File: config.mk
export PLATFORM = sky130hd
export DESIGN_NAME = neck_diff
export DESIGN_NICKNAME = d
export VERILOG_FILES = /design/src/rtl/neck_diff.sv
export SDC_FILE = /design/constraint.sdc
export NUM_CORES = 1
export LEC_CHECK = 0
export ABC_AREA = 1
export CORE_ASPECT_RATIO = 0.5
export CORE_UTILIZATION = 38
export CTS_BUF_LIST = sky130_fd_sc_hd__clkbuf_8
export DETAILED_ROUTE_END_ITERATION = 16
export HOLD_SLACK_MARGIN = 0.06
export SKIP_LAST_GASP = 1
export SLEW_MARGIN = 20
export SYNTH_ARGS = -nofsm -noshare
export SYNTH_HDL_FRONTEND = slang
export SYNTH_SLANG_ARGS = --single-unit
File: constraint.sdc
create_clock -name clk -period 4.23 [get_ports clk]
set_clock_uncertainty 0.1 [all_clocks]
set_input_delay 0.6345 -clock clk [delete_from_list [all_inputs] [get_ports clk]]
set_output_delay 0.6345 -clock clk [all_outputs]
set_load 0.01 [all_outputs]
File: src/rtl/neck_diff.sv
// neck_diff: moving-average smoothing of arc-voltage ADC samples followed by
// first/second/third-order backward differences, saturated for the neck judge.
// Two pipeline stages: stage 1 holds the averaged sample, stage 2 holds the
// difference history and the saturated outputs with the en_judge strobe.
module neck_diff #(
  parameter int DATA_W    = 12,
  parameter int OUT_W     = 13,
  parameter int AVG_SHIFT = 2
) (
  input  logic                     clk,
  input  logic                     rst_n,
  input  logic                     det_en,
  input  logic [DATA_W-1:0]        ad_data,
  input  logic                     ad_valid,
  output logic signed [OUT_W-1:0]  first_order_data,
  output logic signed [OUT_W-1:0]  second_order_data,
  output logic signed [OUT_W-1:0]  third_order_data,
  output logic                     en_judge,
  output logic                     primed
);

  localparam int AVG_LEN  = 1 << AVG_SHIFT;
  localparam int SUM_W    = DATA_W + AVG_SHIFT;
  localparam int D1_W     = DATA_W + 1;
  localparam int D2_W     = DATA_W + 2;
  localparam int D3_W     = DATA_W + 3;
  // Samples needed before the third difference is built from real data only.
  localparam int FILL_LEN = AVG_LEN + 3;
  localparam int CNT_W    = $clog2(FILL_LEN + 1);

  localparam logic [CNT_W-1:0] CNT_FULL = CNT_W'(FILL_LEN);
  localparam logic [CNT_W-1:0] CNT_LAST = CNT_W'(FILL_LEN - 1);

  localparam logic signed [D3_W-1:0] SAT_MAX = D3_W'((1 << (OUT_W - 1)) - 1);
  localparam logic signed [D3_W-1:0] SAT_MIN = D3_W'(-(1 << (OUT_W - 1)));

  typedef enum logic [1:0] {
    IDLE = 2'd0,
    FILL = 2'd1,
    RUN  = 2'd2
  } state_t;

  state_t state;
  state_t state_next;

  // Averaging window and running sum.
  logic [DATA_W-1:0] window [AVG_LEN];
  logic [SUM_W-1:0]  sum;
  logic [SUM_W-1:0]  sum_next;

  // Priming counter.
  logic [CNT_W-1:0]  count;
  logic [CNT_W-1:0]  count_next;

  logic              accept;
  logic              emit;

  // Stage 1 registers.
  logic              s1_valid;
  logic              s1_emit;
  logic [DATA_W-1:0] s1_avg;

  // Difference history (unsaturated).
  logic [DATA_W-1:0]      avg_prev;
  logic signed [D1_W-1:0] d1_prev;
  logic signed [D2_W-1:0] d2_prev;

  logic signed [D1_W-1:0] d1;
  logic signed [D2_W-1:0] d2;
  logic signed [D3_W-1:0] d3;

  // A sample is only taken while detection is enabled; det_en low drops it.
  assign accept = det_en & ad_valid;
  assign primed = (state == RUN);

  // Clamp a wide signed difference into the output range.
  function automatic logic signed [OUT_W-1:0] saturate(input logic signed [D3_W-1:0] v);
    logic signed [D3_W-1:0] c;
    if (v > SAT_MAX) begin
      c = SAT_MAX;
    end else if (v < SAT_MIN) begin
      c = SAT_MIN;
    end else begin
      c = v;
    end
    return c[OUT_W-1:0];
  endfunction

  // Running sum update: add the newest sample, drop the oldest one in the window.
  always_comb begin
    sum_next = sum + SUM_W'(ad_data) - SUM_W'(window[AVG_LEN-1]);
  end

  // Window shift register; flushed to zero whenever detection is disabled.
  always_ff @(posedge clk or negedge rst_n) begin
    if (!rst_n) begin
      for (int i = 0; i < AVG_LEN; i++) begin
        window[i] <= '0;
      end
    end else if (!det_en) begin
      for (int i = 0; i < AVG_LEN; i++) begin
        window[i] <= '0;
      end
    end else if (accept) begin
      window[0] <= ad_data;
      for (int i = 1; i < AVG_LEN; i++) begin
        window[i] <= window[i-1];
      end
    end
  end

  // Running sum register, kept consistent with the window contents.
  always_ff @(posedge clk or negedge rst_n) begin
    if (!rst_n) begin
      sum <= '0;
    end else if (!det_en) begin
      sum <= '0;
    end else if (accept) begin
      sum <= sum_next;
    end
  end

  // Next-state, saturating priming counter and emit decision for this sample.
  always_comb begin
    state_next = state;
    count_next = count;
    emit       = 1'b0;
    if (!det_en) begin
      state_next = IDLE;
      count_next = '0;
    end else begin
      if (accept && (count != CNT_FULL)) begin
        count_next = count + 1'b1;
      end
      case (state)
        IDLE: begin
          state_next = FILL;
        end
        FILL: begin
          if (accept && (count == CNT_LAST)) begin
            state_next = RUN;
            emit       = 1'b1;
          end
        end
        RUN: begin
          emit = accept;
        end
        default: begin
          state_next = IDLE;
        end
      endcase
    end
  end

  // State register and priming counter.
  always_ff @(posedge clk or negedge rst_n) begin
    if (!rst_n) begin
      state <= FILL;
      count <= '0;
    end else begin
      state <= state_next;
      count <= count_next;
    end
  end

  // Stage 1: register the truncated average together with its valid/emit tags.
  always_ff @(posedge clk or negedge rst_n) begin
    if (!rst_n) begin
      s1_valid <= 1'b0;
      s1_emit  <= 1'b0;
      s1_avg   <= '0;
    end else if (!det_en) begin
      s1_valid <= 1'b0;
      s1_emit  <= 1'b0;
      s1_avg   <= '0;
    end else begin
      s1_valid <= accept;
      s1_emit  <= emit;
      if (accept) begin
        s1_avg <= DATA_W'(sum_next >> AVG_SHIFT);
      end
    end
  end

  // Exact-width differences built from unsaturated history.
  always_comb begin
    d1 = $signed({1'b0, s1_avg}) - $signed({1'b0, avg_prev});
    d2 = $signed({d1[D1_W-1], d1}) - $signed({d1_prev[D1_W-1], d1_prev});
    d3 = $signed({d2[D2_W-1], d2}) - $signed({d2_prev[D2_W-1], d2_prev});
  end

  // Stage 2 history: advance on every stage-1 sample, cleared on disable.
  always_ff @(posedge clk or negedge rst_n) begin
    if (!rst_n) begin
      avg_prev <= '0;
      d1_prev  <= '0;
      d2_prev  <= '0;
    end else if (!det_en) begin
      avg_prev <= '0;
      d1_prev  <= '0;
      d2_prev  <= '0;
    end else if (s1_valid) begin
      avg_prev <= s1_avg;
      d1_prev  <= d1;
      d2_prev  <= d2;
    end
  end

  // Stage 2 outputs: update and strobe only for primed samples; hold otherwise.
  always_ff @(posedge clk or negedge rst_n) begin
    if (!rst_n) begin
      first_order_data  <= '0;
      second_order_data <= '0;
      third_order_data  <= '0;
      en_judge          <= 1'b0;
    end else if (!det_en) begin
      en_judge <= 1'b0;
    end else begin
      en_judge <= s1_valid & s1_emit;
      if (s1_valid && s1_emit) begin
        first_order_data  <= saturate({{2{d1[D1_W-1]}}, d1});
        second_order_data <= saturate({d2[D2_W-1], d2});
        third_order_data  <= saturate(d3);
      end
    end
  end

endmodule

After elaboration in Yosys (flattened, before gate mapping)
Index checks and enable logic that the tools add are counted.

word-level totals
  word-level logic and storage cells = 74
  register bits after elaboration = 160
  output and inout port bits = 41
  bits of input ports = 16

cells by class
  bitwise logic cells = 2
  add/sub/neg operators = 6
  eq/ne operators = 9
  mux-type cells = 28
  reductions and logical operators = 6
  magnitude comparators = 6

operator list
  operator              count
  $mux 13               8
  $mux 48               2
  $mux 14               4
  $mux 12               4
  $gt 15x13->1 const B  1
  $lt 15x13->1 const B  1
  $sub 14x14->15        1
  $add 14x12->14        1
  $gt 14x13->1 const B  1
  $lt 14x13->1 const B  1
  $sub 13x13->14        1
  $sub 14x12->14        1
  $gt 13x13->1 const B  1
  $lt 13x13->1 const B  1
  $sub 12x12->13        1
  $mux 3                2
  $ne 2x1->1 const B    3
  $ne 3x3->1 const B    2
  $pmux 2 s3            1
  $mux 1                4
  $mux 2                2
  $reduce_and 2->1      2
  $add 3x1->3 const B   1
  $eq 3x3->1 const B    1
  7 further kinds       10

Longest topological paths before layout
Gate-level depths: netlist of run 1.

  word-level depth = 6
  gate-level depth with buffers = 34
  mapped depth without buffers = 33

Least setup slack after synthesis of run 1
OpenSTA, ideal clock, no wires.

  path kind = reg-to-reg
  start point = register, netlist name sum[2]
  end point = register third_order_data[10]
  required time = 4011 ps
  slack = -61 ps
  arrival time = 4071 ps
  stages on the path, launching flop included = 31
  path buffers = 1
  setup time = 119 ps
  period minus slack after synthesis = 4291 ps
  cell sequence = dfrtp_1 -> inv_1 -> ha_1 -> fa_1 -> nand3b_1 -> nand2_1 -> nand2_1 -> nand2_1 -> a21oi_1 -> or2_2 -> nand2_1 -> inv_1 -> ha_1 -> nand2_1 -> nor2_1 -> nand3_1 -> nand3_1 -> xor2_1 -> inv_1 -> ha_1 -> nand2_1 -> nor2_2 -> and2_1 -> nand2_2 -> nand2_2 -> nand2_1 -> nand2_1 -> nand3_1 -> nand2_1 -> buf_6 -> a21oi_2

RTL lines
  what                  line  text
  end signal, assigned  223   third_order_data <= saturate(d3);
  end, declared         17    output logic signed [OUT_W-1:0] third_order_data,

Final worst setup path of run 1
  start point = register avg_prev[0]
  end point = register third_order_data[3]

on the way
  cells in the longest elaborated chain, start to end = 6
  elaborated cells on any way between the ends = 7
  classes of those cells = 3 x add/sub; 2 x order compare; 2 x mux

ends and longest elaborated chain
  what                    line  text
  start, declared         64    logic [DATA_W-1:0] avg_prev;
  start signal, assigned  203   avg_prev <= s1_avg;
  $sub 12x12->13 *        187   d1 = $signed({1'b0, s1_avg}) - $signed({1'b0, avg_prev});
  $sub 13x13->14 *        188   d2 = $signed({d1[D1_W-1], d1}) - $signed({d1_prev[D1_W-1], d1_prev});
  $sub 14x14->15 *        189   d3 = $signed({d2[D2_W-1], d2}) - $signed({d2_prev[D2_W-1], d2_prev});
  $lt 15x13->1            81    end else if (v < SAT_MIN) begin
  $mux 13                 81
  $mux 13 *               79    if (v > SAT_MAX) begin

Every way passes the cells marked *; elsewhere a longest branch is shown, timed or not.
A chain may end at the register's enable or synchronous reset.

==> results of run 1 <==
-- flip-flops by register name (all words and copies together), names as in the netlist --
| name | count |
|---|---|
| second_order_data | 13 |
| third_order_data | 13 |
| s1_emit | 1 |
| sum | 14 |
| avg_prev | 12 |
| state | 2 |
| count | 3 |
| first_order_data | 13 |
| d1_prev | 13 |
| d2_prev | 14 |
| s1_valid | 1 |
| en_judge | 1 |
| window | 48 |
-- cells in the mapped netlist (all sizes together) --
cell,n
nand3,45
fa,15
dfrtp,147
inv,223
o22ai,57
ha,60
xor2,17
a21boi,15
buf,7
nand4,9
a21o,1
o21a,1
nand2,258
a31oi,1
o31ai,3
a211oi,1
o21bai,2
and2,3
nand3b,3
or2,27
clkbuf,20
nor2,31
nor3,6
a21oi,60
dfstp,1
o21ai,69
xnor2,8
-- how the worst max path moves through the flow --
| stage | startpoint | endpoint | cells past startpoint |
|---|---|---|---|
| finish | avg_prev[0] | third_order_data[3] | 32 |
| global route | avg_prev[0] | third_order_data[9] | 32 |
| floorplan | sum[2] | third_order_data[10] | 30 |
| detailed placement | sum[2] | third_order_data[1] | 28 |
| global placement | avg_prev[0] | third_order_data[1] | 27 |
| CTS | avg_prev[0] | third_order_data[0] | 30 |
-- per-stage QoR --
stage | setup slack [ns] | cells | setup TNS [ns]
floorplan | 0.009678 | 1090 | 0
global route | -0.3915 | 1551 | -4.709
finish | -0.1033 | 1551 | -0.9756
CTS | -0.1308 | 1544 | -1.365
global placement | -0.2316 | 1494 | -2.652
detailed placement | -0.2803 | 1494 | -3.271
-- layout by cell type (no fill, tap or decap), types with 10 or more instances in the layout --
cell type	count
or2_2	26
o22ai_1	57
dfrtp_1	147
clkdlybuf4s50_1	55
a21oi_1	37
nand2_2	29
nand3_1	36
nand2_1	220
inv_1	212
o21ai_0	60
ha_1	50
clkbuf_8	19
a21oi_2	22
a21boi_1	11
inv_2	10
fa_1	14
xor2_1	14
nor2_1	21
buf_4	90
-- layout make-up --
class                      count  area [µm²]
fill                        2224       11650
inverter                     223       837.1
multi-input combinational    693        4582
clock buffer                  18       247.7
sequential                   148        3705
clock inverter                14       163.9
timing repair buffer         148        1271
tap                          307       384.1
-- per-layer routing --
layer  vias to the layer above  part of all wire  track usage
met5                         -                 0            0
li1                       3749                 -            -
met3                        22             0.027      0.03649
met1                      3366              0.48       0.2313
met4                         0             0.019      0.06294
met2                        87              0.47       0.3075
-- cell families after synthesis --
family | count (synthesis)
AO/OA/AOI/OAI | 210
XOR/XNOR | 25
adder cells (fa/ha/maj) | 75
buffers and inverters | 250
flip-flops | 148
AND/OR/NAND/NOR | 382
-- what timing repair did --
action | 4_1_cts | 5_1_grt
hold buffers | 0 | 0
gates resized for setup | 44 | 44
pin swaps | 34 | 44
setup endpoints to repair | 13 | 16
gates cloned | 1 | 1
buffers inserted | 17 | 8
==> impl_metrics.tcl, run 1 <==
set metrics [dict create \
    drcViolationCount 0 \
    die_w_um 218.0 \
    cts_inserted_buffers 17 \
    fp.dieH_um 110.0 \
    via_count 7224 \
    critPathRequiredTime_ns 4.53 \
    grt_use_total 0.1808 \
    clock-sinks 148 \
    place_area_um2 10220 \
    htreeDepth 4 \
    routed_wl_mm 20.31 \
    period_needed_ns 4.333 \
    hold_violations 0 \
    cp-start-kind "flip-flop" \
    synth.distinct_cells 38 \
    status "complete, but fails checks" \
    layout_setup_ws_ns -0.1033 \
    n_antenna_cell 0 \
    reg2reg_slack_ns -0.10 \
    critPathMaxStageDelay_ns 0.42 \
    violations "negative setup slack" \
    syn2layout_area_growth_pct 26.26 \
    clock_latency_ns 0.48 \
    crit_top_cell "nand2_1" \
    tritoncts "yes" \
    synth_simple_gate_area_frac 0.1906 \
    clk_pin_slew_worst_paths_ns 0.10 \
    path_class "reg -> reg" \
    ant_nets 0 \
    grt_pass1_wl_mm 33.91 \
    syn_nets 1181 \
    drt_iter0_markers 293 \
    die_area_um2 23980 \
    grt_max_degree 114 \
    whs_ns 0.1689 \
    drive_above_1_share 0.2138 \
    gr-total-overflow 0 \
    ys_top_cells_by_area "dfrtp_1 42%, nand2_1 10%, inv_1 9.1%" \
    ios 57 \
    arrival_ns 4.63 \
    wl_per_cell_um 13.10 \
    root_buffer "clkbuf_8" \
    synth_top_area_frac 0.4150 \
    final_cell_area_um2 11190 \
    fmax_mhz 230.8 \
    hold_path_class "in -> async" \
    crit_fanout 6 \
    crit_path_end_kind "flip-flop" \
    antenna_found_initial 0 \
    synth-seq-cells 148 \
    fin_crit_sh 1.024 \
    yosysWarnings 0 \
    final_nets 1322 \
    fp-row-count 39 \
    tightest_slew_ns 1.066 \
    max_cap_violations 0 \
    core_area_um2 22840 \
    reg2reg_from "avg_prev[0]" \
    gp_congestion 0.9105 \
    clockBufferDepth 2 \
    final_util 0.4900 \
    rr_endpoint "third_order_data[3]" \
    synth_compound_area_frac 0.1379 \
    vias_per_cell 4.658 \
    syn_avg_cell_area_um2 8.132 \
    port-buffer-count 56 \
    setup-violations-final 12 \
    cp_num_buf_inv 2 \
    yosys.area_share.xor_xnor 0.02470 \
    slew_viol_final 0 \
    yosysSeqAreaShare 0.4180 \
    synthCells 1090 \
    start_util 0.3881 \
    synth.cell_area_um2 8864 \
    r2r_cells 32 \
    synth_top_area_cell "dfrtp_1" \
    synthMuxAreaShare 0 \
    synth_fa_ha_area_frac 0.1186 \
    critPathTopFamily "simple AND/OR/NAND/NOR gates" \
    cpMaxStageDelayCell "dfrtp_1" \
    grt_pass1_vias 7182 \
    dr.pass1.iters 4 \
    hpwl_mm 14.72 \
    rsz0062_at_grt "true" \
    relSlewSlack 0.2852 \
    synth_top_family_by_area "simple AND/OR/NAND/NOR gates" \
]
Power of run 1 is not shown: default switching activity piles up to over one toggle a cycle in this logic, so the estimate is an artifact.
==> inputs of run 2 (changes only) <==
--- a/config.mk
+++ b/config.mk
@@ -6,7 +6,6 @@
 export NUM_CORES = 1
 export LEC_CHECK = 0
 export ABC_AREA = 1
-export CORE_ASPECT_RATIO = 0.5
 export CORE_UTILIZATION = 38
 export CTS_BUF_LIST = sky130_fd_sc_hd__clkbuf_8
 export DETAILED_ROUTE_END_ITERATION = 16
==> impl_metrics.tcl, run 2 (synthesized netlist as in run 1, its figures left out) <==
set metrics [dict create \
    status "finished clean" \
    die_w_um 154.7 \
    grt_use_met1 0.2197 \
    fp.dieH_um 154.7 \
    final_nets 1322 \
    whs_ns 0.3898 \
    multiInputGateArea_um2 4586 \
    clock_latency_ns 0.47 \
    most-common-layout-cells "224 x nand2_1, 214 x inv_1, 147 x dfrtp_1" \
    use_met2 0.3327 \
    drive_above_1_share 0.2074 \
    start_util 0.3891 \
    reg2reg_slack_ns 0.009 \
    grt_pass1_wl_mm 34.78 \
    port-buffer-count 56 \
    drcViolationCount 0 \
    fmax_mhz 236.9 \
    grt_max_degree 53 \
    arrival_ns 4.48 \
    slew_viol_final 0 \
    hp-start "first_order_data[2]" \
    critPathMaxStageDelay_ns 0.42 \
    vias_per_cell 4.705 \
    crit_top_cell "nand2_1" \
    path_class "reg -> reg" \
    hold_path_class "reg -> reg" \
    hold_violations 0 \
    clk_pin_slew_worst_paths_ns 0.10 \
    fin_crit_sh 0.9980 \
    clockBufferDepth 2 \
    top_regs "window (48), d2_prev (14), sum (14)" \
    routed_wl_mm 20.52 \
    min_path_cells 2 \
    ios 57 \
    die_area_um2 23940 \
    crit_fanout 6 \
    largest_register_ff_count 48 \
    dr.pass1.iters 7 \
    grt_pass1_vias 7277 \
    gr-total-overflow 0 \
    htreeDepth 4 \
    critPathRequiredTime_ns 4.49 \
    gp_congestion 0.9036 \
    syn2layout_area_growth_pct 26.44 \
    final_common_cell "nand2_1" \
    antenna_found_initial 0 \
    top_usage_layer "met2" \
    reg2reg_from "avg_prev[0]" \
    tightest_slew_ns 0.8108 \
    grt.met3_usage 0.03699 \
    rsz0062_at_grt "true" \
    top_register "window" \
    period_needed_ns 4.221 \
    fp-row-count 55 \
    grt_use_total 0.1831 \
    ant_nets 0 \
    r2r_cells 29 \
    relSlewSlack 0.4594 \
    tritoncts "yes" \
    wl_per_cell_um 13.18 \
    n_fill_cell 2224 \
    n_antenna_cell 0 \
    clock-sinks 148 \
    hpwl_mm 15.02 \
    cpMaxStageDelayCell "dfrtp_1" \
    tns_ns 0 \
    place_area_um2 10310 \
    cp-start-kind "flip-flop" \
    via_count 7325 \
    seqCellArea_um2 3705 \
    drt_iter0_markers 334 \
    setup-violations-final 0 \
    final_cell_area_um2 11210 \
    crit_path_end_kind "flip-flop" \
    max_cap_violations 0 \
    cts_inserted_buffers 17 \
    rr_endpoint "third_order_data[0]" \
    core_area_um2 22780 \
    hold_end "first_order_data[2]" \
    root_buffer "clkbuf_8" \
]
[run 2: area by class of cell]
cell class / count / share of cell area
Sequential cell: 148 / 0.3306
Tap cell: 313 / 0.03494
Timing Repair Buffer: 148 / 0.1149
Clock buffer: 17 / 0.02088
Multi-Input combinational cell: 693 / 0.4092
Clock inverter: 15 / 0.01463
Inverter: 223 / 0.07491
[run 2: worst max path at each step]
stage,start,cells after the start,end,slack (ns)
after floorplan,sum[2],30,third_order_data[10],0.01
after global placement,sum[2],27,third_order_data[0],-0.16
after detailed placement,sum[2],30,third_order_data[0],-0.27
after CTS,avg_prev[0],29,third_order_data[0],-0.06
after global routing,avg_prev[0],29,third_order_data[10],-0.27
final,avg_prev[0],29,third_order_data[0],0.009
[run 2: critical path: cells and delay by family (launching register included)]
| family | cells | cell delay (ns) |
|---|---|---|
| DFF | 1 | 0.42 |
| xor gates and xnor gates | 1 | 0.21 |
| buffers and inverters | 3 | 0.28 |
| and+or+nand+nor | 18 | 1.79 |
| adders and majority gates | 4 | 1.05 |
| AOI/OAI and AO/OA | 3 | 0.25 |
[run 2: layer usage]
metal	up-vias	routed length, µm
li1	3754	-
met1	3462	9041
met2	92	10600
met3	17	562
met4	0	316
met5	-	0
[run 2: stage by stage]
step / setup slack, ns / cells / utilization
global route: -0.2722 / 1557 / 0.4920
detailed placement: -0.2710 / 1512 / 0.4528
floorplan: 0.009678 / 1090 / -
finish: 0.008591 / 1557 / 0.4920
CTS: -0.05971 / 1554 / 0.4826
global placement: -0.1630 / 1512 / 0.4528
[run 2: timing repair]
action                     CTS  global route
hold endpoints to repair    46             0
pin swaps                   39            26
setup endpoints to repair   13            14
gates cloned                 2             0
gates resized for setup     41            36
hold buffers                 1             0
buffers inserted             7             3
Power of run 2 is left out for the same reason.
==> inputs of run 3 (changes only) <==
--- a/config.mk
+++ b/config.mk
@@ -6,7 +6,7 @@
 export NUM_CORES = 1
 export LEC_CHECK = 0
 export ABC_AREA = 1
-export CORE_UTILIZATION = 38
+export CORE_UTILIZATION = 40
 export CTS_BUF_LIST = sky130_fd_sc_hd__clkbuf_8
 export DETAILED_ROUTE_END_ITERATION = 16
 export HOLD_SLACK_MARGIN = 0.06
==> impl_metrics.tcl, run 3 (synthesized netlist as in run 1, its figures left out) <==
set metrics [dict create \
    path_class "reg -> reg" \
    top_regs "window (48), d2_prev (14), sum (14)" \
    crit_fanout 6 \
    n_antenna_cell 0 \
    htreeDepth 4 \
    ios 57 \
    hold_violations 0 \
    most-common-layout-cells "211 x inv_1, 207 x nand2_1, 147 x dfrtp_1" \
    critPathTopFamily "simple AND/OR/NAND/NOR gates" \
    final_cell_area_um2 11360 \
    fp.dieH_um 150.9 \
    drt_iter0_markers 294 \
    wl_met2_mm 10.53 \
    place_area_um2 10260 \
    cts_inserted_buffers 17 \
    routed_wl_mm 20.78 \
    fmax_mhz 237.4 \
    met3_length_um 564 \
    antenna_found_initial 0 \
    vias_per_cell 4.796 \
    status "finished clean" \
    grt_max_degree 97 \
    port-buffer-count 56 \
    period_needed_ns 4.212 \
    top_layer "met4" \
    hold_path_class "in -> async" \
    core_area_um2 21760 \
    slew_viol_final 0 \
    relSlewSlack 0.3807 \
    largest_register_ff_count 48 \
    grt_use_total 0.1947 \
    grt_pass1_vias 7279 \
    fp-row-count 54 \
    top_register "window" \
    tritoncts "yes" \
    wl_met1_mm 9.209 \
    critPathRequiredTime_ns 4.52 \
    wl_per_cell_um 13.58 \
    gp_congestion 0.9176 \
    drive_above_1_share 0.2352 \
    clock-sinks 148 \
    fin_crit_sh 0.9958 \
    start_util 0.4074 \
    crit_path_end_kind "flip-flop" \
    grt_pass1_wl_mm 34.56 \
    dr.pass1.iters 6 \
    rsz0062_at_grt "true" \
    die_w_um 150.9 \
    hpwl_mm 14.93 \
    cpMaxStageDelayCell "dfrtp_1" \
    max_cap_violations 0 \
    drcViolationCount 0 \
    ant_nets 0 \
    arrival_ns 4.50 \
    cp_num_buf_inv 4 \
    root_buffer "clkbuf_8" \
    critPathMaxStageDelay_ns 0.39 \
    setup-violations-final 0 \
    via_count 7338 \
    final_nets 1328 \
    final_common_cell "inv_1" \
    clk_pin_slew_worst_paths_ns 0.09 \
    syn2layout_area_growth_pct 28.15 \
    clockBufferDepth 2 \
    die_area_um2 22760 \
    gr-total-overflow 0 \
    cp-start-kind "flip-flop" \
    clock_latency_ns 0.46 \
    tightest_slew_ns 0.9290 \
]
## run 3: cell types whose count changed in the layout (fill, tap and decap cells not counted), sizes merged
| cell | change |
|---|---|
| dlygate4sd3 | -1 |
| buf | +7 |
| clkinv | +5 |
| clkbuf | +1 |
| inv | -5 |
| clkinvlp | -1 |
## run 3: metrics by stage
| step | setup TNS (ns) | utilization | cells | worst slack, ns | hold slack [ns] |
|---|---|---|---|---|---|
| floorplan | 0 | - | 1090 | 0.009678 | 0.2389 |
| global placement | -3.684 | 0.4714 | 1475 | -0.3107 | 0.3661 |
| detailed placement | -5.063 | 0.4714 | 1475 | -0.4310 | 0.3705 |
| CTS | -1.003 | 0.5052 | 1524 | -0.09021 | 0.1965 |
| global route | -3.158 | 0.5221 | 1530 | -0.2600 | 0.2282 |
| finish | 0 | 0.5221 | 1530 | 0.01789 | 0.1531 |
## run 3: cell type report
type                            instances  area (µm²)
Fill cell                            2104       10400
Clock buffer                           18       247.7
Multi-Input combinational cell        693        4727
Sequential cell                       148        3705
Clock inverter                         14       143.9
Inverter                              223       842.1
Tap cell                              280       350.3
Timing Repair Buffer                  154        1343
## run 3: repair_timing
| item | in CTS | in global routing |
|---|---|---|
| setup buffers | 15 | 6 |
| pin swaps | 29 | 52 |
| endpoints found under the setup margin | 13 | 24 |
| gates resized for setup | 47 | 72 |
| gates cloned | 2 | 0 |
| hold buffers | 0 | 0 |
## run 3: path summary, 6_finish.rpt
check                                    start                   to  slack, ns  cells after the start
hold / removal                           rst_n  third_order_data[6]       0.15                      1
min in group clk           first_order_data[8]  first_order_data[8]       0.39                      2
max in group asynchronous                rst_n           window[32]       3.09                      2
hold reg to reg            first_order_data[8]  first_order_data[8]       0.39                      2
setup reg to reg                        sum[4]  third_order_data[0]       0.02                     26
setup / recovery                        sum[4]  third_order_data[0]       0.02                     26
## run 3: layer usage
layer | up-vias | track usage
met5 | - | 0
met4 | 0 | 0.05650
met3 | 29 | 0.04217
met2 | 98 | 0.3424
met1 | 3445 | 0.2379
li1 | 3766 | -
## run 3: worst register-to-register path, delay by kind of cell, from the launching register on
kind,cells,cell delay (ns)
AND/OR/NAND/NOR,13,1.35
adder cells (fa/ha/maj),3,1.00
AO/OA/AOI/OAI,4,0.52
buffers and inverters,4,0.45
flip-flops,1,0.39
XOR/XNOR,2,0.34
Power of run 3 is left out for the same reason.
